--- src/rtl/vga_scan_ctrl.sv ---
// ---------------------------------------------------------------------------
// vga_scan_ctrl
//
// VGA raster scan controller. A 2-bit divider turns the 100 MHz system clock
// into a 25 MHz pixel tick. Horizontal/vertical counters walk the full raster
// (active + porches + sync). Scaled VRAM cell indices are kept with small
// sub-counters, so no divider or multiplier is needed for address generation.
// The shared VRAM read address is {row_idx, col_idx}. VRAM data, the
// active-area flag and both sync levels are loaded into the output registers
// together, two clocks after each counter update.
//
// Ports:
//   clk         system clock (100 MHz)
//   reset       asynchronous reset, active-low
//   vram_red    read data from the red VRAM (1 bit)
//   vram_green  read data from the green VRAM (1 bit)
//   vram_blue   read data from the blue VRAM (1 bit)
//   vram_addr   shared VRAM read address {row_idx[6:0], col_idx[6:0]}
//   vga_red     4-bit colour to DAC
//   vga_green   4-bit colour to DAC
//   vga_blue    4-bit colour to DAC
//   hsync       horizontal sync, active-low
//   vsync       vertical sync, active-low
//
// Build option:
//   VGA_TEST_PATTERN_EN  when defined, the active area shows a checkerboard
//                        (col_idx[3] ^ row_idx[3]) and VRAM data is ignored.
//                        Sync timing and address generation are unchanged.
// ---------------------------------------------------------------------------
module vga_scan_ctrl #(
  parameter int H_ACTIVE = 640,
  parameter int H_FP     = 16,
  parameter int H_SYNC   = 96,
  parameter int H_BP     = 48,
  parameter int V_ACTIVE = 480,
  parameter int V_FP     = 10,
  parameter int V_SYNC   = 2,
  parameter int V_BP     = 33,
  parameter int SCALE    = 5
) (
  input  logic        clk,
  input  logic        reset,
  input  logic        vram_red,
  input  logic        vram_green,
  input  logic        vram_blue,
  output logic [13:0] vram_addr,
  output logic [3:0]  vga_red,
  output logic [3:0]  vga_green,
  output logic [3:0]  vga_blue,
  output logic        hsync,
  output logic        vsync
);

  localparam int H_TOTAL = H_ACTIVE + H_FP + H_SYNC + H_BP;
  localparam int V_TOTAL = V_ACTIVE + V_FP + V_SYNC + V_BP;
  localparam int HW      = $clog2(H_TOTAL);
  localparam int VW      = $clog2(V_TOTAL);
  localparam int SW      = (SCALE > 1) ? $clog2(SCALE) : 1;

  localparam logic [HW-1:0] H_LAST     = HW'(H_TOTAL - 1);
  localparam logic [HW-1:0] H_ACT      = HW'(H_ACTIVE);
  localparam logic [HW-1:0] H_ACT_LAST = HW'(H_ACTIVE - 1);
  localparam logic [HW-1:0] HS_FIRST   = HW'(H_ACTIVE + H_FP);
  localparam logic [HW-1:0] HS_LAST    = HW'(H_ACTIVE + H_FP + H_SYNC - 1);

  localparam logic [VW-1:0] V_LAST     = VW'(V_TOTAL - 1);
  localparam logic [VW-1:0] V_ACT      = VW'(V_ACTIVE);
  localparam logic [VW-1:0] V_ACT_LAST = VW'(V_ACTIVE - 1);
  localparam logic [VW-1:0] VS_FIRST   = VW'(V_ACTIVE + V_FP);
  localparam logic [VW-1:0] VS_LAST    = VW'(V_ACTIVE + V_FP + V_SYNC - 1);

  localparam logic [SW-1:0] SUB_LAST   = SW'(SCALE - 1);

  logic [1:0]    div;
  logic [HW-1:0] hcnt;
  logic [VW-1:0] vcnt;
  logic [SW-1:0] hsub;
  logic [SW-1:0] vsub;
  logic [6:0]    col_idx;
  logic [6:0]    row_idx;

  logic tick;
  logic load;
  logic h_wrap;
  logic v_wrap;
  logic line_adv;
  logic h_step;
  logic v_step;
  logic active;
  logic in_hsync;
  logic in_vsync;
  logic pix_red;
  logic pix_green;
  logic pix_blue;

  // Counters advance on tick (div==3); outputs load two clocks later (div==1),
  // which leaves one clock for the synchronous VRAM read in between.
  assign tick     = (div == 2'd3);
  assign load     = (div == 2'd1);
  assign h_wrap   = (hcnt == H_LAST);
  assign v_wrap   = (vcnt == V_LAST);
  assign line_adv = tick && h_wrap;

  // Cell indices only step while the next count is still inside the visible
  // area, so the address holds its last visible value through the blanking.
  assign h_step   = (hcnt < H_ACT_LAST);
  assign v_step   = (vcnt < V_ACT_LAST);

  assign active   = (hcnt < H_ACT) && (vcnt < V_ACT);
  assign in_hsync = (hcnt >= HS_FIRST) && (hcnt <= HS_LAST);
  assign in_vsync = (vcnt >= VS_FIRST) && (vcnt <= VS_LAST);

  assign vram_addr = {row_idx, col_idx};

`ifdef VGA_TEST_PATTERN_EN
  // Checkerboard of 8x8 cells; all channels share the same level.
  assign pix_red   = col_idx[3] ^ row_idx[3];
  assign pix_green = col_idx[3] ^ row_idx[3];
  assign pix_blue  = col_idx[3] ^ row_idx[3];
`else
  assign pix_red   = vram_red;
  assign pix_green = vram_green;
  assign pix_blue  = vram_blue;
`endif

  // Free-running pixel-clock divider.
  always_ff @(posedge clk or negedge reset) begin
    if (!reset) begin
      div <= 2'd0;
    end else begin
      div <= div + 2'd1;
    end
  end

  // Horizontal pixel counter with its cell sub-counter and column index.
  always_ff @(posedge clk or negedge reset) begin
    if (!reset) begin
      hcnt    <= '0;
      hsub    <= '0;
      col_idx <= '0;
    end else if (tick) begin
      if (h_wrap) begin
        hcnt    <= '0;
        hsub    <= '0;
        col_idx <= '0;
      end else begin
        hcnt <= hcnt + 1'b1;
        if (h_step) begin
          if (hsub == SUB_LAST) begin
            hsub    <= '0;
            col_idx <= col_idx + 7'd1;
          end else begin
            hsub <= hsub + 1'b1;
          end
        end
      end
    end
  end

  // Vertical line counter with its cell sub-counter and row index; steps
  // once per line, on the tick where the horizontal counter wraps.
  always_ff @(posedge clk or negedge reset) begin
    if (!reset) begin
      vcnt    <= '0;
      vsub    <= '0;
      row_idx <= '0;
    end else if (line_adv) begin
      if (v_wrap) begin
        vcnt    <= '0;
        vsub    <= '0;
        row_idx <= '0;
      end else begin
        vcnt <= vcnt + 1'b1;
        if (v_step) begin
          if (vsub == SUB_LAST) begin
            vsub    <= '0;
            row_idx <= row_idx + 7'd1;
          end else begin
            vsub <= vsub + 1'b1;
          end
        end
      end
    end
  end

  // Colour and sync are all taken from the same counter snapshot in one
  // load so they can never skew against each other.
  always_ff @(posedge clk or negedge reset) begin
    if (!reset) begin
      vga_red   <= 4'h0;
      vga_green <= 4'h0;
      vga_blue  <= 4'h0;
      hsync     <= 1'b1;
      vsync     <= 1'b1;
    end else if (load) begin
      hsync     <= ~in_hsync;
      vsync     <= ~in_vsync;
      vga_red   <= active ? {4{pix_red}}   : 4'h0;
      vga_green <= active ? {4{pix_green}} : 4'h0;
      vga_blue  <= active ? {4{pix_blue}}  : 4'h0;
    end
  end

endmodule

--- config.mk ---
export PLATFORM = sky130hd
export DESIGN_NAME = vga_scan_ctrl
export DESIGN_NICKNAME = d
export VERILOG_FILES = /design/src/rtl/vga_scan_ctrl.sv
export SDC_FILE = /design/constraint.sdc
export NUM_CORES = 1
export LEC_CHECK = 0
export BUFFER_PORTS_ARGS = -buffer_cell sky130_fd_sc_hd__buf_4
export CORE_ASPECT_RATIO = 0.7
export CORE_UTILIZATION = 57
export CTS_BUF_LIST = sky130_fd_sc_hd__clkbuf_16
export DETAILED_ROUTE_END_ITERATION = 16
export GPL_TIMING_DRIVEN = 1
export MAX_ROUTING_LAYER = met4
export PLACE_DENSITY_LB_ADDON = 0.2
export SETUP_SLACK_MARGIN = 0.15
export SYNTH_ARGS = -nofsm -noshare
export SYNTH_HDL_FRONTEND = slang
export SYNTH_SLANG_ARGS = --single-unit
export TNS_END_PERCENT = 100
--- constraint.sdc ---
create_clock -name clk -period 2.61 [get_ports clk]
set_input_delay 0.1305 -clock clk [delete_from_list [all_inputs] [get_ports clk]]
set_output_delay 0.1305 -clock clk [all_outputs]
set_load 0.01 [all_outputs]
; ---- Word-level counts from Yosys, hierarchy flattened
; Index checks and enable logic that the tools add are counted.
[word_totals]
register_bits = 56
latchBits = 0
ramBits = 0
romBits = 0
in_bits = 5
out_inout_bits = 28
mem_count = 0
[classes]
n_addsub = 7
mul = 0
div = 0
magnitude_cmp = 8
n_eq_ne = 6
shift = 0
muxes = 17
n_bitwise = 2
n_reduce_logical = 12
[op_table]
columns = cell, n
row1 = 7-bit 2-to-1 mux, 6
row2 = "10-bit by 1-bit adder with 10-bit output, second input constant", 2
row3 = "10-bit equality test, second input constant", 2
row4 = "10-bit < comparator, second input constant", 2
row5 = "10-bit by 9-bit < comparator with 1-bit output, second input constant", 2
row6 = 10-bit 2-to-1 mux, 2
row7 = 3-bit 2-to-1 mux, 6
row8 = "7-bit by 1-bit adder with 7-bit output, second input constant", 2
row9 = 4-bit 2-to-1 mux, 3
row10 = "10-bit >= comparator, second input constant", 1
row11 = "10-bit by 9-bit >= comparator with 1-bit output, second input constant", 1
row12 = "10-bit <= comparator, second input constant", 1
row13 = "10-bit by 9-bit <= comparator with 1-bit output, second input constant", 1
row14 = 2-bit nonzero test, 4
row15 = "3-bit by 1-bit adder with 3-bit output, second input constant", 2
row16 = "3-bit equality test, second input constant", 2
row17 = 3-bit AND reduction, 2
row18 = 1-bit logical AND, 4
row19 = 2-bit AND reduction, 2
row20 = "2-bit by 1-bit adder with 2-bit output, second input constant", 1
row21 = "2-bit by 1-bit equality test with 1-bit output, second input constant", 1
row22 = "2-bit equality test, second input constant", 1
row23 = 1-bit inverter, 2

; ---- Depth between registers and ports, before layout
[logic_depth]
depth_word = 4
ltp_mapped = 8
ltp_nobuf = 7

; ---- Worst setup path before layout
; OpenSTA, ideal clock, no wires.
[synth_path]
path_kind = register to register
start = register vcnt[0]
end = register row_idx[4]
setup_ps = 128
t_arrival_ps = 1741
t_required_ps = 2482
slack_ps = 741
path_stages_with_launch = 8
synth_period_minus_slack_ps = 1869
cell_sequence = dfrtp_1 > ha_1 > and4_1 > o32ai_1 > buf_2 > a41oi_1 > o21ai_0 > o31ai_1
[synth_via]
elab_chain_cells = 3
[synth_lines]
columns = element, line
row1 = from (decl), 76  ; logic [VW-1:0] vcnt;
row2 = from (signal assigned), 173  ; vcnt <= vcnt + 1'b1;
row3 = 10-bit by 9-bit < comparator with 1-bit output or 10-bit equality test (tied branches), "107, 101"
row4 = 2-bit nonzero test (no line), n/a
row5 = 3-bit AND reduction (no line), n/a
row6 = to (signal assigned), 177  ; row_idx <= row_idx + 7'd1;
row7 = to (decl), 80  ; logic [6:0] row_idx;
; Parallel ways exist; a longest one is shown, timed or not.
; A chain may end at the register's enable or synchronous reset.

; ---- Final worst setup path
[layout_path]
start = register hcnt[1]
end = register row_idx[3]
[layout_via]
elab_chain_cells = 3
[layout_lines]
columns = element, line
row1 = from (decl), 75  ; logic [HW-1:0] hcnt;
row2 = from (signal assigned), 147  ; hcnt <= hcnt + 1'b1;
row3 = 10-bit equality test, 100  ; assign h_wrap = (hcnt == H_LAST);
row4 = 1-bit logical AND, 102  ; assign line_adv = tick && h_wrap;
row5 = 3-bit AND reduction (no line), n/a
; No other way between the ends.

==> key figures <==
Clock network
  • CTS buffer count: 5
  • CTS tree: yes
  • CTS max path bufs: 2
  • Root Buffer: clkbuf_16
  • Clock slew seen by the registers of the worst setup and hold paths: 0.06 ns
  • Clock Latency Late Sink: a little under 0.3 ns
  • H-tree Lvls: 2
  • Sink Count: 47
  • Post-CTS Setup Bufs: 0

Floorplanning
  • Die Wd: 82.3 um
  • Die ar.: 4790 um2
  • Core Region: 4330 um2
  • Starting Density: approximately three fifths
  • Die Ht: about 58 um
  • # IOs: 33
  • Site row count: 20

Logic synthesis
  • Syn avg cell area: 9.67 um2
  • Post-synthesis sequential area ratio: a little under half
  • Syn. warnings: 0
  • Post-synthesis register bit count: 47
  • Library cells used by synthesis: 50
  • Post-synth EDFFs: 0
  • Synthesized area: around 2600 um2
  • Syn Inst Count: between 200 and 300
  • Synth Flop Type: dfrtp_1
  • Post-Syn Nets: 283
  • Async S/R FF share, synth: 100%

Critical path
  • Maximum net fanout on the critical path: 15
  • Startpoint Class: flop
  • Critical Path AT: 2.18 ns
  • WS Path Type: flop to flop
  • RR Startpoint: hcnt[1]
  • RR Endpoint: row_idx[3]
  • Crit path to: row_idx[3]
  • CP startpoint: hcnt[1]
  • R2r setup slk: 0.60 ns
  • Worst R2R Path Depth: 6
  • Req. time, crit path: between 2 and 3 ns
  • Setup crit end kind: flop

Detailed routing
  • Drt first pass iters: 4
  • Avg Vias per Cell: between 5 and 6
  • Via count: between 2000 and 2500
  • Post-DRT Antenna Nets: 0
  • Drt wl/cell: approximately 15 um
  • DRT iter0 DRCs: between 150 and 200
  • Post-Route WL: about 5200 um
  • DRC: 0

Timing
  • Final TNS setup: 0 ns
  • Slack of the critical path: between 0.6 and 0.7 ns
  • Setup violators final: 0
  • Clock skew: about 0.0046 ns
  • Fmax: around 500 MHz
  • Worst-margin pin slew: 0.741 ns
  • Max_slew headroom: between 40% and 50%
  • RSZ-0062 raised after global routing: false
  • Final Cycle Share: roughly three quarters
  • Max Slew Vio Count: 0
  • Min cycle time layout: roughly 2 ns
  • Final hold violation count: 0

Power and ir drop
  • Pwr dens: approximately 500 nW/um2
  • Leak: roughly 1.4 nW
  • Power Total: approximately 1.5 mW
  • Max VDD drop: between 300 and 400 uV

Finish
  • Post-layout instance area: ~3000 um2
  • Layout cells sized above 1: ~18%
  • Antenna Cells: 0
  • Final core utilization: slightly below 70%
  • Fillers: ~340
  • Most frequent cells in the layout: 45 x dfrtp_1, 36 x buf_4, 29 x nand2_1
  • Layout net count: just over 300
  • Most common cell after layout, fill and taps aside: dfrtp_1
  • P&R area growth vs syn: 15.6%

Placed design
  • Detailed Place HPWL: 3630 um
  • PortBufs: 32
  • GP Congestion: just under 0.9
  • Setup WS pre-CTS: about 0.61 ns
  • Area after DPL: 2800 um2

Global routing
  • First-pass GRT wire length: roughly 8400 um
  • Pin count of the biggest net entering global routing: 48
  • Initial antenna violation count: 0
  • GRT Util Overall: 24.6%
  • Vias in the first global route: approximately 1800
  • Total grt overflow: 0

Worst hold path
  • Hold Path Class: primary input to flop
  • Hold Path Depth: 3

Run
  • Max cap viols: 0

Outcome
  • Status: complete, no violations
-- area by class of cell --
type	instances	area, um2	area share (%)
sequential	47	1180	39.6
timing repair buffer	37	280	9.42
tap	55	68.8	2.31
clock inverter	3	38.8	1.30
inverter	17	63.8	2.15
multi-input combinational	185	1220	41.0
clock buffer	5	125	4.21
-- per-stage QoR --
stage	std cells	hold WS, ns
floorplan	266	-0.165
global placement	340	0.175
detailed placement	340	0.181
CTS	349	0.0527
global route	349	0.0693
finish	349	0.0489
-- power by group --
part / leakage (nW) / switching, mW / internal (mW)
sequential: 0.618 / 0.00283 / 0.731
combinational: 0.667 / 0.0237 / 0.0170
clock: 0.0812 / 0.267 / 0.447
total: 1.37 / 0.294 / 1.19
-- cells in the mapped netlist, types with 3 or more instances --
library cell | instances | area share, %
xnor2_1 | 5 | 1.7
o311ai_0 | 3 | 1.0
nor2_1 | 12 | 1.8
mux2i_1 | 4 | 1.6
ha_1 | 12 | 5.8
and3_1 | 8 | 1.9
inv_1 | 17 | 2.5
dfrtp_1 | 45 | 44
nor3_1 | 3 | 0.58
nand2_1 | 29 | 4.2
a21oi_1 | 9 | 1.8
o31ai_1 | 6 | 1.8
nand4_1 | 10 | 2.4
buf_4 | 10 | 2.9
clkbuf_1 | 4 | 0.58
and4_1 | 5 | 1.7
a31oi_1 | 5 | 1.2
o21ai_0 | 24 | 4.7
nand3_1 | 9 | 1.8
a22o_1 | 5 | 1.7
xor2_1 | 3 | 1.0
-- flip-flops by register name (all words and copies together) (netlist names) --
register / flops
hsync: 1
vga_red: 1
vga_green: 1
hsub: 3
col_idx: 7
vcnt: 10
row_idx: 7
vga_blue: 1
vsub: 3
div: 2
vsync: 1
hcnt: 10
-- how the worst min path moves through the flow --
stage | startpoint | to | slack (ns)
3_5_place_dp | reset | vga_red[2] | 0.18
5_1_grt | vram_red | vga_red[2] | 0.07
6_report | vram_red | vga_red[2] | 0.05
3_3_place_gp | reset | vga_red[2] | 0.18
4_1_cts | vram_red | vga_red[2] | 0.05
2_1_floorplan | reset | col_idx[0] | -0.17
-- critical path: stages (launching register included) --
cell and delay, ns:
dfrtp_1 0.40, ha_1 0.23, nand4_1 0.15, nor4_2 0.25
buf_4 0.24, nand2b_1 0.25, o31ai_1 0.36
-- timing repair --
item                                   CTS  global route
endpoints found under the hold margin   45             0
gates resized for setup                  0             0
hold buffers                             1             0
-- layer usage --
metal / wire length [um] / vias to the layer above / GRT usage [%]
met5: 0 / - / -
met4: 53 / 0 / 7.27
met3: 287 / 8 / 5.98
met2: 2140 / 51 / 32.0
met1: 2690 / 992 / 37.3
li1: - / 1006 / -
-- cells by family after synthesis --
logic type,share of synthesized area (%)
DFF,45.8
AOI/OAI and AO/OA,16.2
buffers and inverters,6.81
and+or+nand+nor,20.6
xor gates and xnor gates,2.72
adders and majority gates,5.84
muxes,1.99
No activity file was read; power rests on OpenSTA's default activity.
